<file path="src/rtl/pe_loader_ctrl.sv">
// ---------------------------------------------------------------------------
// pe_loader_ctrl
//
// Host-side sequencer for a single processing element (PE). One job runs as
// follows:
//   1. Buffer a weight tile (KERNEL_SIZE**2 words) and then an activation
//      tile (ACT_SIZE**2 words) from the upstream stream.
//   2. Burst the weight tile into the PE, then wait for its load-done edge.
//   3. Burst the activation tile into the PE, then wait for its load-done edge.
//   4. Run NUM_OUTPUTS rounds of: start pulse, wait for the compute-done
//      edge, present the result downstream and wait until it is accepted.
//
// Ports:
//   clk, reset          clock; asynchronous active-high reset
//   go                  1-cycle job request, ignored while busy
//   in_data/valid/ready upstream tile stream (weights first, then activations)
//   out_data/idx/valid/ready  downstream result stream, tagged with index
//   busy, job_done      job status; job_done is a 1-cycle pulse
//   pe_filt_in, pe_act_in     data words driven to the PE
//   pe_load_en_wght/act, pe_start  single-cycle requests to the PE
//   pe_out, pe_compute_done, pe_load_done_wght/iact  PE responses (levels)
//   dbg_state           current FSM state, for observation only
//
// Handshake rule (both streams): a word moves on a rising clk edge where
// valid and ready are both 1. A producer holds valid and its data stable
// until that edge, and the data does not change while valid is high.
// ---------------------------------------------------------------------------
module pe_loader_ctrl #(
  parameter int DATA_WIDTH  = 16,
  parameter int KERNEL_SIZE = 3,
  parameter int ACT_SIZE    = 5,
  parameter int NUM_OUTPUTS = 9
) (
  input  logic                  clk,
  input  logic                  reset,
  input  logic                  go,
  input  logic [DATA_WIDTH-1:0] in_data,
  input  logic                  in_valid,
  output logic                  in_ready,
  output logic [DATA_WIDTH-1:0] out_data,
  output logic [7:0]            out_idx,
  output logic                  out_valid,
  input  logic                  out_ready,
  output logic                  busy,
  output logic                  job_done,
  output logic [DATA_WIDTH-1:0] pe_filt_in,
  output logic [DATA_WIDTH-1:0] pe_act_in,
  output logic                  pe_load_en_wght,
  output logic                  pe_load_en_act,
  output logic                  pe_start,
  input  logic [DATA_WIDTH-1:0] pe_out,
  input  logic                  pe_compute_done,
  input  logic                  pe_load_done_wght,
  input  logic                  pe_load_done_iact,
  output logic [3:0]            dbg_state
);

  localparam int W_WORDS   = KERNEL_SIZE * KERNEL_SIZE;
  localparam int A_WORDS   = ACT_SIZE * ACT_SIZE;
  localparam int MAX_WORDS = (A_WORDS > W_WORDS) ? A_WORDS : W_WORDS;
  localparam int CNT_W     = (MAX_WORDS > 1) ? $clog2(MAX_WORDS) : 1;
  localparam int W_IDX_W   = (W_WORDS > 1) ? $clog2(W_WORDS) : 1;
  localparam int A_IDX_W   = (A_WORDS > 1) ? $clog2(A_WORDS) : 1;

  localparam logic [CNT_W-1:0] W_LAST   = CNT_W'(W_WORDS - 1);
  localparam logic [CNT_W-1:0] A_LAST   = CNT_W'(A_WORDS - 1);
  localparam logic [7:0]       OUT_LAST = 8'(NUM_OUTPUTS - 1);

  localparam logic [3:0] S_IDLE   = 4'd0;
  localparam logic [3:0] S_FILL_W = 4'd1;
  localparam logic [3:0] S_FILL_A = 4'd2;
  localparam logic [3:0] S_SEND_W = 4'd3;
  localparam logic [3:0] S_WAIT_W = 4'd4;
  localparam logic [3:0] S_SEND_A = 4'd5;
  localparam logic [3:0] S_WAIT_A = 4'd6;
  localparam logic [3:0] S_ISSUE  = 4'd7;
  localparam logic [3:0] S_WAIT_C = 4'd8;
  localparam logic [3:0] S_DRAIN  = 4'd9;

  logic [3:0]            state_q, state_d;
  logic [CNT_W-1:0]      cnt_q, cnt_d;
  logic [7:0]            out_cnt_q, out_cnt_d;
  logic                  busy_q, busy_d;
  logic                  job_done_q, job_done_d;
  logic                  pe_start_q, pe_start_d;
  logic                  out_valid_q, out_valid_d;
  logic [DATA_WIDTH-1:0] out_data_q, out_data_d;
  logic [7:0]            out_idx_q, out_idx_d;
  logic                  ldw_prev_q, ldw_prev_d;
  logic                  lda_prev_q, lda_prev_d;
  logic                  cd_prev_q, cd_prev_d;

  logic [DATA_WIDTH-1:0] wbuf_q [W_WORDS];
  logic [DATA_WIDTH-1:0] abuf_q [A_WORDS];
  logic                  wbuf_we, abuf_we;

  // The PE holds its done flags high until it idles, so only a 0->1
  // transition means "this request has finished".
  logic ldw_rise, lda_rise, cd_rise;
  assign ldw_rise = pe_load_done_wght & ~ldw_prev_q;
  assign lda_rise = pe_load_done_iact & ~lda_prev_q;
  assign cd_rise  = pe_compute_done   & ~cd_prev_q;

  always_comb begin
    state_d     = state_q;
    cnt_d       = cnt_q;
    out_cnt_d   = out_cnt_q;
    busy_d      = busy_q;
    job_done_d  = 1'b0;
    pe_start_d  = 1'b0;
    out_valid_d = out_valid_q;
    out_data_d  = out_data_q;
    out_idx_d   = out_idx_q;
    ldw_prev_d  = pe_load_done_wght;
    lda_prev_d  = pe_load_done_iact;
    cd_prev_d   = pe_compute_done;
    wbuf_we     = 1'b0;
    abuf_we     = 1'b0;

    case (state_q)
      S_IDLE: begin
        if (go) begin
          busy_d    = 1'b1;
          cnt_d     = '0;
          out_cnt_d = '0;
          state_d   = S_FILL_W;
        end
      end
      S_FILL_W: begin
        if (in_valid) begin
          wbuf_we = 1'b1;
          if (cnt_q == W_LAST) begin
            cnt_d   = '0;
            state_d = S_FILL_A;
          end else begin
            cnt_d = cnt_q + CNT_W'(1);
          end
        end
      end
      S_FILL_A: begin
        if (in_valid) begin
          abuf_we = 1'b1;
          if (cnt_q == A_LAST) begin
            cnt_d   = '0;
            state_d = S_SEND_W;
          end else begin
            cnt_d = cnt_q + CNT_W'(1);
          end
        end
      end
      // Bursts run on consecutive cycles; the PE does not tolerate gaps.
      S_SEND_W: begin
        if (cnt_q == W_LAST) begin
          cnt_d   = '0;
          state_d = S_WAIT_W;
        end else begin
          cnt_d = cnt_q + CNT_W'(1);
        end
      end
      S_WAIT_W: begin
        if (ldw_rise) state_d = S_SEND_A;
      end
      S_SEND_A: begin
        if (cnt_q == A_LAST) begin
          cnt_d   = '0;
          state_d = S_WAIT_A;
        end else begin
          cnt_d = cnt_q + CNT_W'(1);
        end
      end
      S_WAIT_A: begin
        if (lda_rise) state_d = S_ISSUE;
      end
      // A stale compute_done from the previous round must clear first,
      // otherwise its level would hide the rising edge of this round.
      S_ISSUE: begin
        if (!pe_compute_done) begin
          pe_start_d = 1'b1;
          state_d    = S_WAIT_C;
        end
      end
      S_WAIT_C: begin
        if (cd_rise) begin
          out_data_d  = pe_out;
          out_idx_d   = out_cnt_q;
          out_valid_d = 1'b1;
          state_d     = S_DRAIN;
        end
      end
      S_DRAIN: begin
        if (out_valid_q && out_ready) begin
          out_valid_d = 1'b0;
          if (out_cnt_q == OUT_LAST) begin
            out_cnt_d  = '0;
            job_done_d = 1'b1;
            busy_d     = 1'b0;
            state_d    = S_IDLE;
          end else begin
            out_cnt_d = out_cnt_q + 8'd1;
            state_d   = S_ISSUE;
          end
        end
      end
      default: state_d = S_IDLE;
    endcase
  end

  always_ff @(posedge clk or posedge reset) begin
    if (reset) begin
      state_q     <= S_IDLE;
      cnt_q       <= '0;
      out_cnt_q   <= '0;
      busy_q      <= 1'b0;
      job_done_q  <= 1'b0;
      pe_start_q  <= 1'b0;
      out_valid_q <= 1'b0;
      out_data_q  <= '0;
      out_idx_q   <= '0;
      ldw_prev_q  <= 1'b0;
      lda_prev_q  <= 1'b0;
      cd_prev_q   <= 1'b0;
    end else begin
      state_q     <= state_d;
      cnt_q       <= cnt_d;
      out_cnt_q   <= out_cnt_d;
      busy_q      <= busy_d;
      job_done_q  <= job_done_d;
      pe_start_q  <= pe_start_d;
      out_valid_q <= out_valid_d;
      out_data_q  <= out_data_d;
      out_idx_q   <= out_idx_d;
      ldw_prev_q  <= ldw_prev_d;
      lda_prev_q  <= lda_prev_d;
      cd_prev_q   <= cd_prev_d;
    end
  end

  // Tile storage carries no reset: its contents are always rewritten
  // before they are read.
  always_ff @(posedge clk) begin
    if (wbuf_we) wbuf_q[cnt_q[W_IDX_W-1:0]] <= in_data;
    if (abuf_we) abuf_q[cnt_q[A_IDX_W-1:0]] <= in_data;
  end

  // Load enables are decoded from the first burst cycle only, so they are
  // single-cycle by construction; data is forced to 0 outside the bursts.
  assign in_ready        = (state_q == S_FILL_W) || (state_q == S_FILL_A);
  assign pe_load_en_wght = (state_q == S_SEND_W) && (cnt_q == '0);
  assign pe_load_en_act  = (state_q == S_SEND_A) && (cnt_q == '0);
  assign pe_filt_in      = (state_q == S_SEND_W) ? wbuf_q[cnt_q[W_IDX_W-1:0]] : '0;
  assign pe_act_in       = (state_q == S_SEND_A) ? abuf_q[cnt_q[A_IDX_W-1:0]] : '0;
  assign pe_start        = pe_start_q;
  assign out_data        = out_data_q;
  assign out_idx         = out_idx_q;
  assign out_valid       = out_valid_q;
  assign busy            = busy_q;
  assign job_done        = job_done_q;
  assign dbg_state       = state_q;

endmodule

</file>
<file path="config.mk">
export PLATFORM = sky130hd
export DESIGN_NAME = pe_loader_ctrl
export DESIGN_NICKNAME = d
export VERILOG_FILES = /design/src/rtl/pe_loader_ctrl.sv
export SDC_FILE = /design/constraint.sdc
export NUM_CORES = 1
export LEC_CHECK = 0
export CORE_MARGIN = 2
export CORE_UTILIZATION = 55
export DETAILED_ROUTE_END_ITERATION = 7
export PLACE_DENSITY = 0.74
export SKIP_LAST_GASP = 1
export SLEW_MARGIN = 10
export SYNTH_ARGS = -nofsm -noshare
export SYNTH_HDL_FRONTEND = slang
export SYNTH_SLANG_ARGS = --single-unit
</file>
<file path="constraint.sdc">
create_clock -name clk -period 3.1 [get_ports clk]
set_input_delay 0.93 -clock clk [delete_from_list [all_inputs] [get_ports clk]]
set_output_delay 0.93 -clock clk [all_outputs]
set_load 0.05 [all_outputs]
</file>
# Yosys cells after proc, flatten, opt, wreduce, memory -nomap -nowiden
# Memories as Yosys holds them, arrays and structs flattened.
# Cells that the tools add are included.
# classes
n_addsub	2
eq_ne	25
muxes	45
n_bitwise	6
n_reduce_logical	15
# op_table
op	n
4-bit 2-to-1 mux	12
4-bit one-hot mux with 10 select lines	1
16-bit 2-to-1 mux	2
2-bit inequality test, second input constant	13
5-bit 2-to-1 mux	5
5-bit one-hot mux with 5 select lines	1
8-bit 2-to-1 mux	3
1-bit 2-to-1 mux	17
4-bit by 3-bit == test with 1-bit output, second input constant	4
8-bit one-hot mux with 2 select lines	1
12-bit AND reduction	1
8-bit by 1-bit adder with 8-bit output, second input constant	1
4-bit by 2-bit == test with 1-bit output, second input constant	2
4-bit == test, second input constant	2
8-bit by 4-bit == test with 1-bit output, second input constant	1
4-bit AND reduction	2
3-bit AND reduction	2
5-bit by 1-bit adder with 5-bit output, second input constant	1
5-bit by 4-bit == test with 1-bit output, second input constant	1
5-bit == test, second input constant	1
5-bit logical NOT	1
5-bit nonzero test	1
4-bit by 1-bit == test with 1-bit output, second input constant	1
4-bit logical NOT	1
other kinds (8)	16
# word_totals
ff_bits	48
ramBits	544
output_inout_bits	67
word_cells	107
memories	2
# memory_table
name	depth	width	rd	rd_ports_with_merged_regs	write_ports	line	rtl
abuf_q	25	16	1	0	1	94	logic [DATA_WIDTH-1:0] abuf_q [A_WORDS];
wbuf_q	9	16	1	0	1	93	logic [DATA_WIDTH-1:0] wbuf_q [W_WORDS];

# Longest topological paths before layout
# Gate-level depths: netlist of run 1.
# logic_depth
word_depth	4
ltp_mapped	10
mapped_depth_nobuf	7

# Worst setup path before layout of run 1
# Ideal clock, no wire load.
# synth_timing
kind	reg2out
start	register state_q[2], in the netlist dbg_state[2]
end	output port pe_act_in[10]
t_arrival_ps	3974
required_time_ps	2170
path_slack_ps	-1804
stages_incl_launch_ff	6
path_buffers	3
path_cell_list	dfrtp_1 > buf_2 > clkbuf_1 > nand3b_1 > clkbuf_1 > a2111oi_0
# synth_between
elab_chain_len	2
# synth_lines
element	line	rtl
start, declared	80	logic [3:0] state_q, state_d;
start signal, assigned	223	state_q <= state_d;
4-bit by 3-bit == test with 1-bit output	251	assign pe_act_in = (state_q == S_SEND_A) ? abuf_q[cnt_q[A_IDX_W-1:0]] : '0;
16-bit 2-to-1 mux	251	
end, declared	47	output logic [DATA_WIDTH-1:0] pe_act_in,
# Every way passes these cells.

# Worst setup path in the final report of run 1
# layout_timing
start	register cnt_q[0]
end	output port pe_act_in[11]
# layout_between
elab_chain_len	2
# layout_lines
element	line	rtl
start, declared	81	logic [CNT_W-1:0] cnt_q, cnt_d;
start signal, assigned	224	cnt_q <= cnt_d;
memory read 25 x 16 bit	--	
16-bit 2-to-1 mux	251	
# Every way passes these cells.

==> out/qor.yml, run 1 <==
setup_path:
  crit_fanout: 7
  start_kind: "flip-flop"
  criticalPathCategory: "flip-flop to primary output"
  end_kind: "primary output"
  r2r_end: "dbg_state[2]$_DFFE_PP0P_"
  critPathRequiredTime_ns: 2.17
  r2r_start: "cnt_q[0]$_DFFE_PP0P_"
  rrSetupSlack_ns: 0.51
  reg2reg_depth: 11
  crit_start: "cnt_q[0]$_DFFE_PP0P_"
  cp.arrival_ns: 2.85
  endpoint: "pe_act_in[11]"
cts:
  clockBufferDepth: 3
  clock-sinks: 592
  cts_inserted_buffers: 58
  h-tree-depth: 2
  cts-root-buf: "clkbuf_16"
  path_clk_slew_ns: 0.06
  cts_tree: "yes"
  clock_latency_ns: 0.62
synth:
  yosysTopAreaCellShare_pct: 70.3
  synth-seq-cells: 592
  avgSynthCellArea_um2: 19.6
  synth_top_cell_by_area: "edfxtp_1"
  syn-cell-area_um2: 23200
  synthTopCellsByArea: "edfxtp_1, mux4_2, dfrtp_1"
  synth_cells: 1186
  synth_nets: 1232
  yosys_warnings: 0
  synth-edff-count: 544
  ys.flop_type: "edfxtp_1"
  synth_cell_types: 59
  synthArstFlopShare_pct: 8.11
  synth.most_common_cell: "edfxtp_1"
  synth_common_cells: "edfxtp_1, mux4_2, nor2_1"
  ys_seq_area_share_pct: 75.5
routing:
  drt-wirelength-per-cell_um: 26.5
  firstDrtPassIters: 5
  wirelength_mm: 53.9
  via_per_inst: 6.17
  ant_nets: 0
  drt_iter0_drc: 1360
  route.detailed.drc: 0
  route.vias.total: 12546
floorplan:
  die_y_um: 210
  core_um2: 41900
  initial_core_util_pct: 55.5
  fp.dieArea_um2: 43900
  row_count: 75
  die_w_um: 210
  io_pins: 107
pwr:
  totalPowerFinal_mw: 22.5
  seqPwrFrac_pct: 41.2
  internal-power_mw: 16.0
  p_clk_share_pct: 31.3
  p_sw_mw: 6.49
  total_leakage_power_nw: 9.60
  peakVddDrop_v: 0.000838
  swShare_pct: 28.9
  powerDensity_nw_per_um2: 775
  p_comb_share_pct: 27.5
layout:
  fin_util_pct: 69.2
  multiInputGateArea_um2: 5820
  ff_latch_area_um2: 17600
  layout-drive-gt1-share_pct: 34.1
  diodes: 0
  fillers: 2507
  layout.nets: 1490
  areaGrowthSynthToFinish_pct: 24.7
timing:
  skew_ns: 0.0303
  finalSetupViolations: 34
  hold_violations: 0
  worst_pin_slew_ns: 0.774
  slew_violations: 0
  maxSlewHeadroom_pct: 48.2
  rsz0062_at_grt: "yes"
  whs_ns: 0.485
  setup_tns_ns: -18.15
  min_period_ns: 3.78
  layout_setup_ws_ns: -0.681
  min_period_over_period_pct: 122
  max_freq_mhz: 264
placement:
  hpwl_mm: 31.1
  routabilityCongestion: 0.800
  place.port_buffers: 106
  pre_cts_slack_ns: -0.177
global_routing:
  antenna_found_initial: 0
  grt_max_degree: 35
  grt_pass1_wl_mm: 80.2
  grt_overflow: 0
  grt_pass1_vias: 12713
  grt_usage_pct: 25.1
worst_hold_path:
  min_path_cells: 2
  worstHoldPathType: "flip-flop to flip-flop"
run:
  maxCapViolCount: 0
outcome:
  violations: "negative setup slack"
  outcome: "finished, violations left"
==> worst min path at each step <==
stage / from / to / slack [ns]
2_1_floorplan: out_cnt_q[2]$_DFFE_PP0P_ / out_cnt_q[2]$_DFFE_PP0P_ / 0.49
3_3_place_gp: out_idx[0]$_DFFE_PP0P_ / out_idx[0]$_DFFE_PP0P_ / 0.47
3_5_place_dp: out_idx[0]$_DFFE_PP0P_ / out_idx[0]$_DFFE_PP0P_ / 0.48
4_1_cts: out_idx[0]$_DFFE_PP0P_ / out_idx[0]$_DFFE_PP0P_ / 0.50
5_1_grt: out_data[12]$_DFFE_PP0P_ / out_data[12]$_DFFE_PP0P_ / 0.52
6_report: out_idx[0]$_DFFE_PP0P_ / out_idx[0]$_DFFE_PP0P_ / 0.49
==> placed cells by master, fill, tap and decap left out, types with 9 or more instances in the layout <==
| cell | netlist | routed |
|---|---|---|
| nor2_1 | 75 | 59 |
| a2111oi_4 | 0 | 11 |
| buf_12 | 0 | 43 |
| nor2_2 | 0 | 12 |
| clkbuf_16 | 0 | 59 |
| clkdlybuf4s50_1 | 0 | 71 |
| mux2i_1 | 36 | 35 |
| o22ai_1 | 12 | 10 |
| nor2b_1 | 21 | 17 |
| mux2_2 | 25 | 25 |
| and3_1 | 13 | 13 |
| a222oi_1 | 11 | 11 |
| a21oi_1 | 24 | 15 |
| clkinv_2 | 0 | 16 |
| nand2_1 | 42 | 42 |
| o21ai_0 | 18 | 18 |
| dfrtp_1 | 48 | 39 |
| buf_6 | 4 | 31 |
| edfxtp_1 | 544 | 544 |
| mux4_2 | 120 | 120 |
| a21oi_2 | 0 | 9 |
| clkinv_1 | 0 | 14 |
| buf_4 | 7 | 113 |
==> routing by layer <==
metal / vias to the layer above / track usage [%] / part of all wire (%)
met1: 6446 / 35.5 / 40
met5: - / 0 / 0
met2: 636 / 40.9 / 49
met3: 79 / 3.89 / 8.5
met4: 0 / 7.97 / 2.3
li1: 5385 / - / -
==> timing repair <==
action	4_1_cts	5_1_grt
pin swaps	23	13
buffers inserted	12	12
hold buffers	0	0
gates cloned	5	1
resized for setup	68	18
endpoints found under the setup margin	35	34
==> power by group through the flow <==
stage,registers [mW],logic [mW],clock network (mW)
floorplan,9.82,3.21,0
global placement,9.39,5.45,0
detailed placement,9.42,5.54,0
CTS,9.25,6.09,7.10
global route,9.28,6.51,7.42
finish,9.25,6.18,7.04
==> state kept, by name, summed over array words and instances, names as in the netlist, 4 cells and up <==
signal / count
cnt_q: 5
wbuf_q: 144
abuf_q: 400
dbg_state: 4
out_cnt_q: 8
out_data: 16
out_idx: 8
==> per-stage QoR <==
stage / cells / cell area (um2)
2_1_floorplan: 1186 / 23600
3_3_place_gp: 1895 / 26400
3_5_place_dp: 1895 / 26400
4_1_cts: 2021 / 28800
5_1_grt: 2032 / 29000
6_report: 2032 / 29000
==> final cells by class <==
class / instances / area share, %
clock buffers: 68 / 5.24
clock inverters: 41 / 1.36
inverters: 9 / 0.125
multi-input cells: 517 / 20.1
flip-flops and latches: 592 / 60.6
well taps: 539 / 2.33
repair buffers: 266 / 10.3
==> logic make-up (layout without fill, tap and decap cells) <==
group | Yosys count | after routing | share of synthesized area, %
flip-flops | 592 | 592 | 75.5
AND/OR/NAND/NOR | 198 | 198 | 4.17
multiplexers | 181 | 181 | 14.4
AO/OA/AOI/OAI | 131 | 131 | 3.99
buffers and inverters | 77 | 384 | 1.61
adder cells (fa/ha/maj) | 6 | 6 | 0.323
XOR/XNOR | 1 | 1 | 0.0377
==> critical path: stages, from the launching register on <==
cell and delay, ns:
dfrtp_4 0.51, buf_4 0.17, buf_16 0.14, buf_4 0.14, mux4_2 0.32, a222oi_1 0.08, buf_4 0.19, a2111oi_4 0.45
buf_6 0.22
(Power assumes the default switching activity.)
==> run 2, diff against run 1 <==
Settings changed: REMOVE_ABC_BUFFERS from default to 1.
==> out/qor.yml, run 2 (synthesis results as in run 1) <==
pwr:
  p_clk_share_pct: 30.1  # -1.2 points
  totalPowerFinal_mw: 21.8  # -2.8%
  powerDensity_nw_per_um2: 759  # -2.1%
  p_sw_mw: 6.32  # -2.7%
  seqPwrFrac_pct: 42.0  # +0.8 points
  peakVddDrop_v: 0.000522  # -38%
  internal-power_mw: 15.5  # -2.9%
  total_leakage_power_nw: 9.61  # about the same
  swShare_pct: 28.9  # +0.054 points
  p_comb_share_pct: 27.9  # +0.4 points
global_routing:
  use_met3_pct: 4.52  # +0.63 points
  top_usage_layer: "met2"
  met2_usage_pct: 41.6  # +0.74 points
  grt_pass1_wl_mm: 81.7  # +1.9%
  grt_overflow: 0  # unchanged
  grt_usage_pct: 25.2  # +0.13 points
  antenna_found_initial: 0  # unchanged
  met1_usage_pct: 34.6  # -0.86 points
  grt_pass1_vias: 13127  # +3.3%
  grt_max_degree: 38  # +8.6%
timing:
  skew_ns: 0.0144  # -0.0159 ns
  worst_pin_slew_ns: 0.761  # -0.0129 ns
  rsz0062_at_grt: "yes"
  finalSetupViolations: 34  # unchanged
  hold_violations: 0  # unchanged
  max_freq_mhz: 256  # -3.0%
  min_period_over_period_pct: 126  # +3.8 points
  min_period_ns: 3.90  # +0.118 ns
  slew_violations: 0  # unchanged
  maxSlewHeadroom_pct: 49.2  # +1.0 points
  whs_ns: 0.494  # +0.00901 ns
  layout_setup_ws_ns: -0.800  # -0.118 ns
  setup_tns_ns: -19.92  # -1.77 ns
cts:
  cts_tree: "yes"
  clock_latency_ns: 0.61  # about the same
  cts_inserted_buffers: 56  # -3.4%
  clockBufferDepth: 3  # unchanged
  clock-sinks: 592  # unchanged
  h-tree-depth: 2  # unchanged
  path_clk_slew_ns: 0.06  # about the same
  cts-root-buf: "clkbuf_16"
routing:
  via_per_inst: 6.21  # +0.56%
  drt_iter0_drc: 1350  # -0.74%
  wirelength_mm: 54.1  # +0.44%
  firstDrtPassIters: 5  # unchanged
  drt-wirelength-per-cell_um: 26.4  # -0.54%
  ant_nets: 0  # unchanged
  route.vias.total: 12741  # +1.6%
  route.detailed.drc: 0  # unchanged
layout:
  areaGrowthSynthToFinish_pct: 23.8
  final_cell_mix: "edfxtp_1, buf_4, mux4_2, nor2_1, clkdlybuf4s50_1"
  fillers: 2572  # +2.6%
  ff_latch_area_um2: 17500  # about the same
  diodes: 0  # unchanged
  final_cells: 2052  # +0.98%
  fin_area_um2: 28800  # -0.73%
  layout.nets: 1513  # +1.5%
  final_common_cell: "edfxtp_1"
  fin_util_pct: 68.7  # -0.50 points
  largest_reg_flops: 400  # unchanged
  multiInputGateArea_um2: 5630  # -3.3%
  layout-drive-gt1-share_pct: 32.8  # -1.2 points
setup_path:
  end_kind: "primary output"
  crit_fanout: 6  # -1
  reg2reg_depth: 8  # -3
  start_kind: "flip-flop"
  critPathRequiredTime_ns: 2.17  # about the same
  rrSetupSlack_ns: 0.47  # -0.04 ns
  criticalPathCategory: "flip-flop to primary output"
  cp.arrival_ns: 2.97  # +0.12 ns
run:
  maxCapViolCount: 0  # unchanged
worst_hold_path:
  min_path_cells: 2  # unchanged
  worstHoldPathType: "flip-flop to flip-flop"
floorplan:
  core_um2: 41900  # unchanged
  row_count: 75  # unchanged
  die_y_um: 210  # unchanged
  initial_core_util_pct: 55.5  # unchanged
  fp.dieArea_um2: 43900  # unchanged
  io_pins: 107  # unchanged
  die_w_um: 210  # unchanged
placement:
  hpwl_mm: 31.2  # +0.31%
  dpl.cell_count: 1916  # +1.1%
  routabilityCongestion: 0.817  # +2.2%
  placed_area_um2: 26200  # -0.57%
  pre_cts_slack_ns: -0.314  # -0.137 ns
  place.port_buffers: 106  # unchanged
outcome:
  violations: "negative setup slack"
  outcome: "finished, violations left"
## run 2: changes by cell type in the layout (fill, tap and decap cells not counted), sizes merged, moves of 2 or more
cell      delta
bufinv       -3
buf         +22
clkbuf       +9
clkinv       -9
clkinvlp     +2
## run 2: layer usage
layer  vias up  wire length [um]
li1       5423                 -
met1      6612             21500
met2       630             27100
met3        76              4480
met4         0              1020
met5         -                 0
## run 2: final cells by class
cell class | count | share of cell area (%)
clock buffers | 74 | 5.18
repair buffers | 291 | 10.9
well taps | 539 | 2.34
inverters | 9 | 0.126
clock inverters | 30 | 0.861
flip-flops and latches | 592 | 61.0
multi-input cells | 517 | 19.6
## run 2: repair_timing
action,CTS,global route
buffers inserted,21,11
cloned,5,1
hold buffers,0,0
setup endpoints to repair,34,34
pin swaps,28,18
gates resized for setup,75,30
## run 2: worst paths after layout
check / startpoint / to
worst max register to register: cnt_q[0]$_DFFE_PP0P_ / abuf_q[15][14]$_DFFE_PP_
max in group asynchronous: reset / out_data[1]$_DFFE_PP0P_
min in group asynchronous: reset / ldw_prev_q$_DFF_PP0_
worst max-delay path: cnt_q[0]$_DFFE_PP0P_ / pe_act_in[7]
worst min register to register: out_idx[1]$_DFFE_PP0P_ / out_idx[1]$_DFFE_PP0P_
worst min-delay path: out_idx[1]$_DFFE_PP0P_ / out_idx[1]$_DFFE_PP0P_
## run 2: power groups by stage
stage | Sequential [mW] | Clock (mW) | Combinational [mW]
after floorplan | 10.2 | 0 | 2.62
after global placement | 9.32 | 0 | 5.22
after detailed placement | 9.34 | 0 | 5.30
after CTS | 9.16 | 6.61 | 5.94
after global routing | 9.20 | 6.91 | 6.42
final | 9.16 | 6.58 | 6.09
## run 2: worst max-delay path: stages, from the launching register on
cell	delay, ns
dfrtp_4	0.48
buf_8	0.16
buf_16	0.13
mux4_2	0.50
a222oi_1	0.66
a2111oi_4	0.20
clkbuf_16	0.23
